==> config.mk <==
export PLATFORM = sky130hd
export DESIGN_NAME = data_checker_unit
export DESIGN_NICKNAME = d
export VERILOG_FILES = /design/src/rtl/data_checker_unit.sv
export SDC_FILE = /design/constraint.sdc
export NUM_CORES = 1
export LEC_CHECK = 0
export ABC_AREA = 0
export CAP_MARGIN = 5
export CORE_MARGIN = 3
export CORE_UTILIZATION = 43
export DETAILED_ROUTE_END_ITERATION = 16
export GPL_TIMING_DRIVEN = 0
export MAX_ROUTING_LAYER = met4
export PLACE_DENSITY = 0.86
export SLEW_MARGIN = 10
export SYNTH_ARGS = -nofsm -noshare
export SYNTH_HDL_FRONTEND = slang
export SYNTH_SLANG_ARGS = --single-unit
==> constraint.sdc <==
create_clock -name clk -period 3.5 [get_ports clk]
set_input_delay 0.7 -clock clk [delete_from_list [all_inputs] [get_ports clk]]
set_output_delay 0.7 -clock clk [all_outputs]
set_load 0.1 [all_outputs]
==> src/rtl/data_checker_unit.sv <==
// Multi-channel data checker: compares observed words against an expected
// stream and reports pass/fail pulses, saturating counters and a sticky error.
module data_checker_unit #(
    parameter int G_NB_CHECKER         = 2,
    parameter int G_CHECKER_DATA_WIDTH = 32,
    parameter int G_CNT_WIDTH          = 16
) (
    input  logic                                       clk,
    input  logic                                       rst,
    input  logic [G_NB_CHECKER-1:0]                    i_start,
    input  logic [G_NB_CHECKER-1:0]                    i_use_valid,
    input  logic [G_NB_CHECKER-1:0]                    i_clear,
    input  logic [G_NB_CHECKER*G_CHECKER_DATA_WIDTH-1:0] i_data,
    input  logic [G_NB_CHECKER-1:0]                    i_data_valid,
    input  logic [G_NB_CHECKER*G_CHECKER_DATA_WIDTH-1:0] i_exp_data,
    input  logic [G_NB_CHECKER-1:0]                    i_exp_valid,
    output logic [G_NB_CHECKER-1:0]                    o_exp_ready,
    output logic [G_NB_CHECKER-1:0]                    o_check_done,
    output logic [G_NB_CHECKER-1:0]                    o_check_ok,
    output logic [G_NB_CHECKER-1:0]                    o_check_err,
    output logic [G_NB_CHECKER*G_CNT_WIDTH-1:0]        o_chk_cnt,
    output logic [G_NB_CHECKER*G_CNT_WIDTH-1:0]        o_err_cnt,
    output logic [G_NB_CHECKER-1:0]                    o_sticky_err
);

    localparam int N = G_NB_CHECKER;
    localparam int W = G_CHECKER_DATA_WIDTH;
    localparam int C = G_CNT_WIDTH;

    for (genvar k = 0; k < N; k++) begin : g_ch
        logic         ev;
        logic         match;
        logic         done_q;
        logic         ok_q;
        logic         err_q;
        logic         sticky_q;
        logic [C-1:0] chk_q;
        logic [C-1:0] err_cnt_q;

        assign ev    = i_start[k] & i_exp_valid[k] &
                       (~i_use_valid[k] | i_data_valid[k]);
        assign match = i_data[k*W +: W] == i_exp_data[k*W +: W];

        // Pop is suppressed in reset so the source never loses a word.
        assign o_exp_ready[k] = ev & ~rst;

        always_ff @(posedge clk) begin
            if (rst) begin
                done_q    <= 1'b0;
                ok_q      <= 1'b0;
                err_q     <= 1'b0;
                sticky_q  <= 1'b0;
                chk_q     <= '0;
                err_cnt_q <= '0;
            end else begin
                done_q <= ev;
                ok_q   <= ev & match;
                err_q  <= ev & ~match;
                // Clear wins over a same-cycle event; pulses still fire.
                if (i_clear[k]) begin
                    sticky_q  <= 1'b0;
                    chk_q     <= '0;
                    err_cnt_q <= '0;
                end else if (ev) begin
                    if (chk_q != '1) begin
                        chk_q <= chk_q + C'(1);
                    end
                    if (!match) begin
                        sticky_q <= 1'b1;
                        if (err_cnt_q != '1) begin
                            err_cnt_q <= err_cnt_q + C'(1);
                        end
                    end
                end
            end
        end

        assign o_check_done[k]      = done_q;
        assign o_check_ok[k]        = ok_q;
        assign o_check_err[k]       = err_q;
        assign o_sticky_err[k]      = sticky_q;
        assign o_chk_cnt[k*C +: C]  = chk_q;
        assign o_err_cnt[k*C +: C]  = err_cnt_q;
    end

endmodule

==> reports/metrics.cfg, run 1 <==
[power]
clockPowerShare_pct=39.8
p_per_area_nw_per_um2=290
peakVddDrop_mv=0.228
combPwrFrac_pct=17.5
p_sw_uw=440
switching_share_pct=22.8
seqPwrFrac_pct=42.8
p_int_mw=1.49
leakage_nw=2.30

[sta]
tightestPinTransition_ns=1.03
fin_crit_sh_pct=97.1
grt_setup_unrepaired=false
finClkSkew_ns=0.0133
finalCriticalPeriod_ns=3.40
setup_viol=0
slew_violations=0
hold_slack_ns=0.489
max_freq_mhz=294
setup_ws_ns=0.102
relSlewSlack_pct=30.8
finalHoldViolations=0

[flow_run]
max_cap_viol_count=0

[outcome]
status=complete, no violations

[clock_tree]
cts_setup_buffers=0
postCtsHoldBufs=0
post_cts_resized=2
clock_latency_ns=0.33
clock_sinks=72
cts_root_buffer=clkbuf_8
clockBufferDepth=2
cts.htree.levels=3
numCtsBuffers=9
cts_tree=yes
path_clk_slew_ns=0.08

[synth]
syn_avg_cell_area_um2=8.56
synth-async-reset-ratio_pct=0
synth_flop_cell=dfxtp_1
synth_area_um2=4130
yosys_warnings=0
yosysTopAreaCell=dfxtp_1
synth_nets=627
syn_inst=483
synth_edf_count=0
ys_seq_area_share_pct=34.9
netlist_top_cells_area=dfxtp_1, xor2_1, xnor2_1
synth_cell_types=50
synth-seq-cells=72
yosys.area.top_type_share_pct=34.9

[detailed_routing]
drc=0
drt_iter0_drc=248
wl_mm=12.8
routedWlPerCell_um=15.3
ant_nets=0
vias=4548
via_per_inst=5.41
first_pass_iters=5

[layout]
final_layout_size_suffix_gt1_share_pct=5.91
syn_to_final_growth_pct=61.0
nets=851
post-route-util_pct=71.7
antenna_cells=0

[global_route]
grt-ovfl-total=0
grt_antenna_before_repair=0
grt_pass1_wl_mm=20.9
grt_usage_pct=23.5
grt_pass1_vias=4526
grt_max_degree=13

[floorplanning]
fp.dieH_um=104
die_w_um=104
initial_core_util_pct=44.5
fp-row-count=35
num_io_pins=214
dieArea_um2=10800
coreArea_um2=9280

[worst_setup_path]
cp_slowest_stage_delay_ns=0.88
cpMaxStageDelayCell=dlygate4sd2_1
cp_cell_sequence=clkdlybuf4s50_1 -> o211ai_1 -> clkbuf_1 -> nor2_1 -> dlygate4sd2_1
cp_max_fo=10
endpoint_kind=primary output
cp_num_buf_inv=3
worstPathRequired_ns=2.80
cp_data_arrival_time_ns=2.70
start_kind=primary input
cp_top_family=buffers and inverters
worstSetupPathType=primary input to primary output

[placed_design]
port_buffers=213
hpwl_mm=10.4
gp_congestion=0.882
pre_cts_ws_ns=-0.216

[worst_hold_path]
worstHoldPathType=flip-flop to flip-flop

## layer usage
layer / track usage [%] / wire, µm / vias up
met5: - / 0 / -
met4: 6.65 / 198 / 0
met3: 3.66 / 765 / 17
met2: 42.9 / 6770 / 190
met1: 26.6 / 5090 / 2127
li1: - / - / 2214
## area by class of cell
type | count | area [µm²]
fill | 763 | 2630
sequential | 72 | 1440
multi-input combinational | 382 | 2540
inverter | 4 | 15.0
buffer | 25 | 135
clock inverter | 6 | 109
clock buffer | 9 | 124
timing repair buffer | 213 | 2130
tap | 129 | 161
## power by group through the flow
stage          Clock [mW]  Sequential [mW]  Combinational [mW]
5_1_grt             0.820            0.827               0.360
2_1_floorplan           0            0.857               0.124
3_5_place_dp            0            0.845               0.339
3_3_place_gp            0            0.845               0.332
4_1_cts             0.785            0.826               0.340
6_report            0.768            0.826               0.337
## placed cells by master (no fill, tap or decap), drive strengths merged, types with 15 or more instances in the layout
master and instances:
xnor2 37, or3 17, nand3 26, nor2 42
clkbuf 20, a21oi 30, clkdlybuf4s50 211, o21ai 15
dfxtp 72, xor2 52, nand4 30, nand2 28
## final timing paths
path | startpoint | end | slack (ns) | cells after the start
worst min register to register | g_ch[0].sticky_q | g_ch[0].sticky_q | 0.49 | 2
worst min-delay path | g_ch[0].sticky_q | g_ch[0].sticky_q | 0.49 | 2
worst max-delay path | i_start[1] | o_exp_ready[1] | 0.10 | 5
worst max register to register | g_ch[1].err_cnt_q[0] | g_ch[1].err_cnt_q[3] | 1.44 | 7
## worst min-delay path, cell delays in order, from the launching register on
cell     delay (ns)
dfxtp_1        0.34
a21oi_1        0.05
nor2_1         0.07
## stage by stage
step | TNS, ns | area (µm²) | power [mW] | instances
2_1_floorplan | 0 | 4130 | 0.981 | 483
3_3_place_gp | -0.292 | 6430 | 1.18 | 825
3_5_place_dp | -0.357 | 6430 | 1.18 | 825
4_1_cts | 0 | 6660 | 1.95 | 840
5_1_grt | 0 | 6660 | 2.01 | 840
6_report | 0 | 6660 | 1.93 | 840
## state kept, by name (all words and copies together), names as in the netlist
name	flops
g_ch.err_q	2
g_ch.chk_q	32
g_ch.ok_q	2
g_ch.done_q	2
g_ch.err_cnt_q	32
g_ch.sticky_q	2
## cell usage after synthesis, drive strengths merged (2+ instances only)
cell type,instances
and3,13
ha,4
xnor2,37
clkbuf,11
o21ai,15
o31ai,12
mux2i,3
and2,5
or2,4
a21oi,30
nand3,26
o311ai,2
inv,4
nor4,11
buf,14
a41oi,2
o211a,2
and4,6
o21a,4
o211ai,6
nor2,42
nand4,30
dfxtp,72
or4,14
nor3,6
or3,17
nand2,28
xor2,52
## cells by family (layout without fill, tap and decap cells)
logic type                 Yosys count  in the layout  synth area share (%)
and+or+nand+nor                    205            205                  27.4
AOI/OAI and AO/OA                   81             81                  13.3
buffers and inverters               29            257                  3.63
xor gates and xnor gates            89             89                  18.9
adders and majority gates            4              4                  1.21
muxes                                3              3                 0.726
DFF                                 72             72                  34.9
Power figures use the tool's default switching activity.
==> inputs of run 2 (changes only) <==
--- a/config.mk
+++ b/config.mk
@@ -7,6 +7,7 @@
 export LEC_CHECK = 0
 export ABC_AREA = 0
 export CAP_MARGIN = 5
+export CORE_ASPECT_RATIO = 0.75
 export CORE_MARGIN = 3
 export CORE_UTILIZATION = 43
 export DETAILED_ROUTE_END_ITERATION = 16
==> reports/metrics.cfg, run 2 (same netlist as run 1, synthesis figures left out) <==
[floorplanning]
num_io_pins=214
fp-row-count=30
coreArea_um2=9200
fp.dieH_um=90.9
die_w_um=119
initial_core_util_pct=45.0
dieArea_um2=10800

[sta]
finalHoldViolations=0
slew_violations=0
relSlewSlack_pct=32.3
tightestPinTransition_ns=1.01
setup_ws_ns=0.148
max_freq_mhz=298
finalSetupTns_ns=0
finalCriticalPeriod_ns=3.35
grt_setup_unrepaired=false
setup_viol=0
fin_crit_sh_pct=95.8
finClkSkew_ns=0.00580

[detailed_routing]
drc=0
wl_mm=13.3
drt_iter0_drc=332
ant_nets=0
first_pass_iters=6
routedWlPerCell_um=15.8
vias=4621
via_per_inst=5.50

[layout]
top_regs=g_ch.chk_q (32), g_ch.err_cnt_q (32)
final_layout_size_suffix_gt1_share_pct=6.04
nets=851
num-fill-cells=722
fin_area_um2=6720
layout_commonest_cell=clkdlybuf4s50_1
fin_cells=840
ff_latch_area_um2=1440
syn_to_final_growth_pct=62.6
multiInputGateArea_um2=2540
layout_common_cells=clkdlybuf4s50_1, dfxtp_1, xor2_1
antenna_cells=0

[worst_setup_path]
worstSetupPathType=primary input to primary output
cp-startpoint=i_exp_valid[0]
worstPathRequired_ns=2.80
start_kind=primary input
endpoint_kind=primary output
cp_data_arrival_time_ns=2.65
rr_startpoint=g_ch[1].err_cnt_q[0]
cp_max_fo=8

[global_route]
grt-ovfl-total=0
grtUsageMet3_pct=3.94
grt_pass1_wl_mm=21.4
met1_usage_pct=30.4
grt_max_degree=14
top_usage_layer=met2
gr-usage-met2_pct=40.8
grt_usage_pct=24.3
grt_antenna_before_repair=0
grt_pass1_vias=4508

[power]
peakVddDrop_mv=0.272
leakage_nw=2.32
total_power_mw=2.06
p_per_area_nw_per_um2=307

[placed_design]
gp_congestion=0.903
place_inst=824
hpwl_mm=10.9
pre_cts_ws_ns=-0.170
port_buffers=213
placed_area_um2=6430

[clock_tree]
cts_tree=yes
cts.htree.levels=3
postCtsHoldBufs=0
numCtsBuffers=9
clock_latency_ns=0.32
clock_sinks=72
cts_setup_buffers=0
path_clk_slew_ns=0.06
post_cts_resized=2
cts_root_buffer=clkbuf_16
clockBufferDepth=2

[worst_hold_path]
worstHoldPathType=flip-flop to flip-flop
min_from=g_ch[0].sticky_q

[outcome]
status=complete, no violations

[flow_run]
max_cap_viol_count=0

run 2: final timing paths:
path / to / slack [ns] / depth (start not counted)
worst min register to register: g_ch[0].sticky_q / 0.48 / 2
worst min-delay path: g_ch[0].sticky_q / 0.48 / 2
worst max register to register: g_ch[1].err_cnt_q[3] / 1.41 / 7
worst max-delay path: o_exp_ready[0] / 0.15 / 6
run 2: worst max-delay path, stage by stage:
cell and delay (ns):
clkdlybuf4s50_1 0.46, nand2_1 0.06, or2_0 0.21, buf_2 0.19
nor2_1 0.13, dlygate4sd2_1 0.89
run 2: metrics by stage:
step	utilization, %	hold WS, ns
2_1_floorplan	-	0.438
3_3_place_gp	69.9	0.452
3_5_place_dp	69.9	0.471
4_1_cts	73.1	0.485
5_1_grt	73.1	0.528
6_report	73.1	0.481
run 2: power breakdown:
| part | internal, mW | switching, mW | leakage, nW |
|---|---|---|---|
| registers | 0.824 | 0.00374 | 0.581 |
| logic | 0.201 | 0.140 | 1.60 |
| clock network | 0.551 | 0.342 | 0.138 |
run 2: final cells by class:
type / count / area share (%)
multi-input cells: 382 / 37.8
repair buffers: 213 / 31.7
flip-flops and latches: 72 / 21.4
clock buffers: 9 / 3.35
well taps: 128 / 2.38
plain buffers: 25 / 2.01
clock inverters: 7 / 1.06
inverters: 4 / 0.223
run 2: routing by layer:
metal / vias up / wire length (µm)
met3: 24 / 797
met5: - / 0
met4: 0 / 237
met1: 2168 / 5510
met2: 218 / 6730
li1: 2211 / -
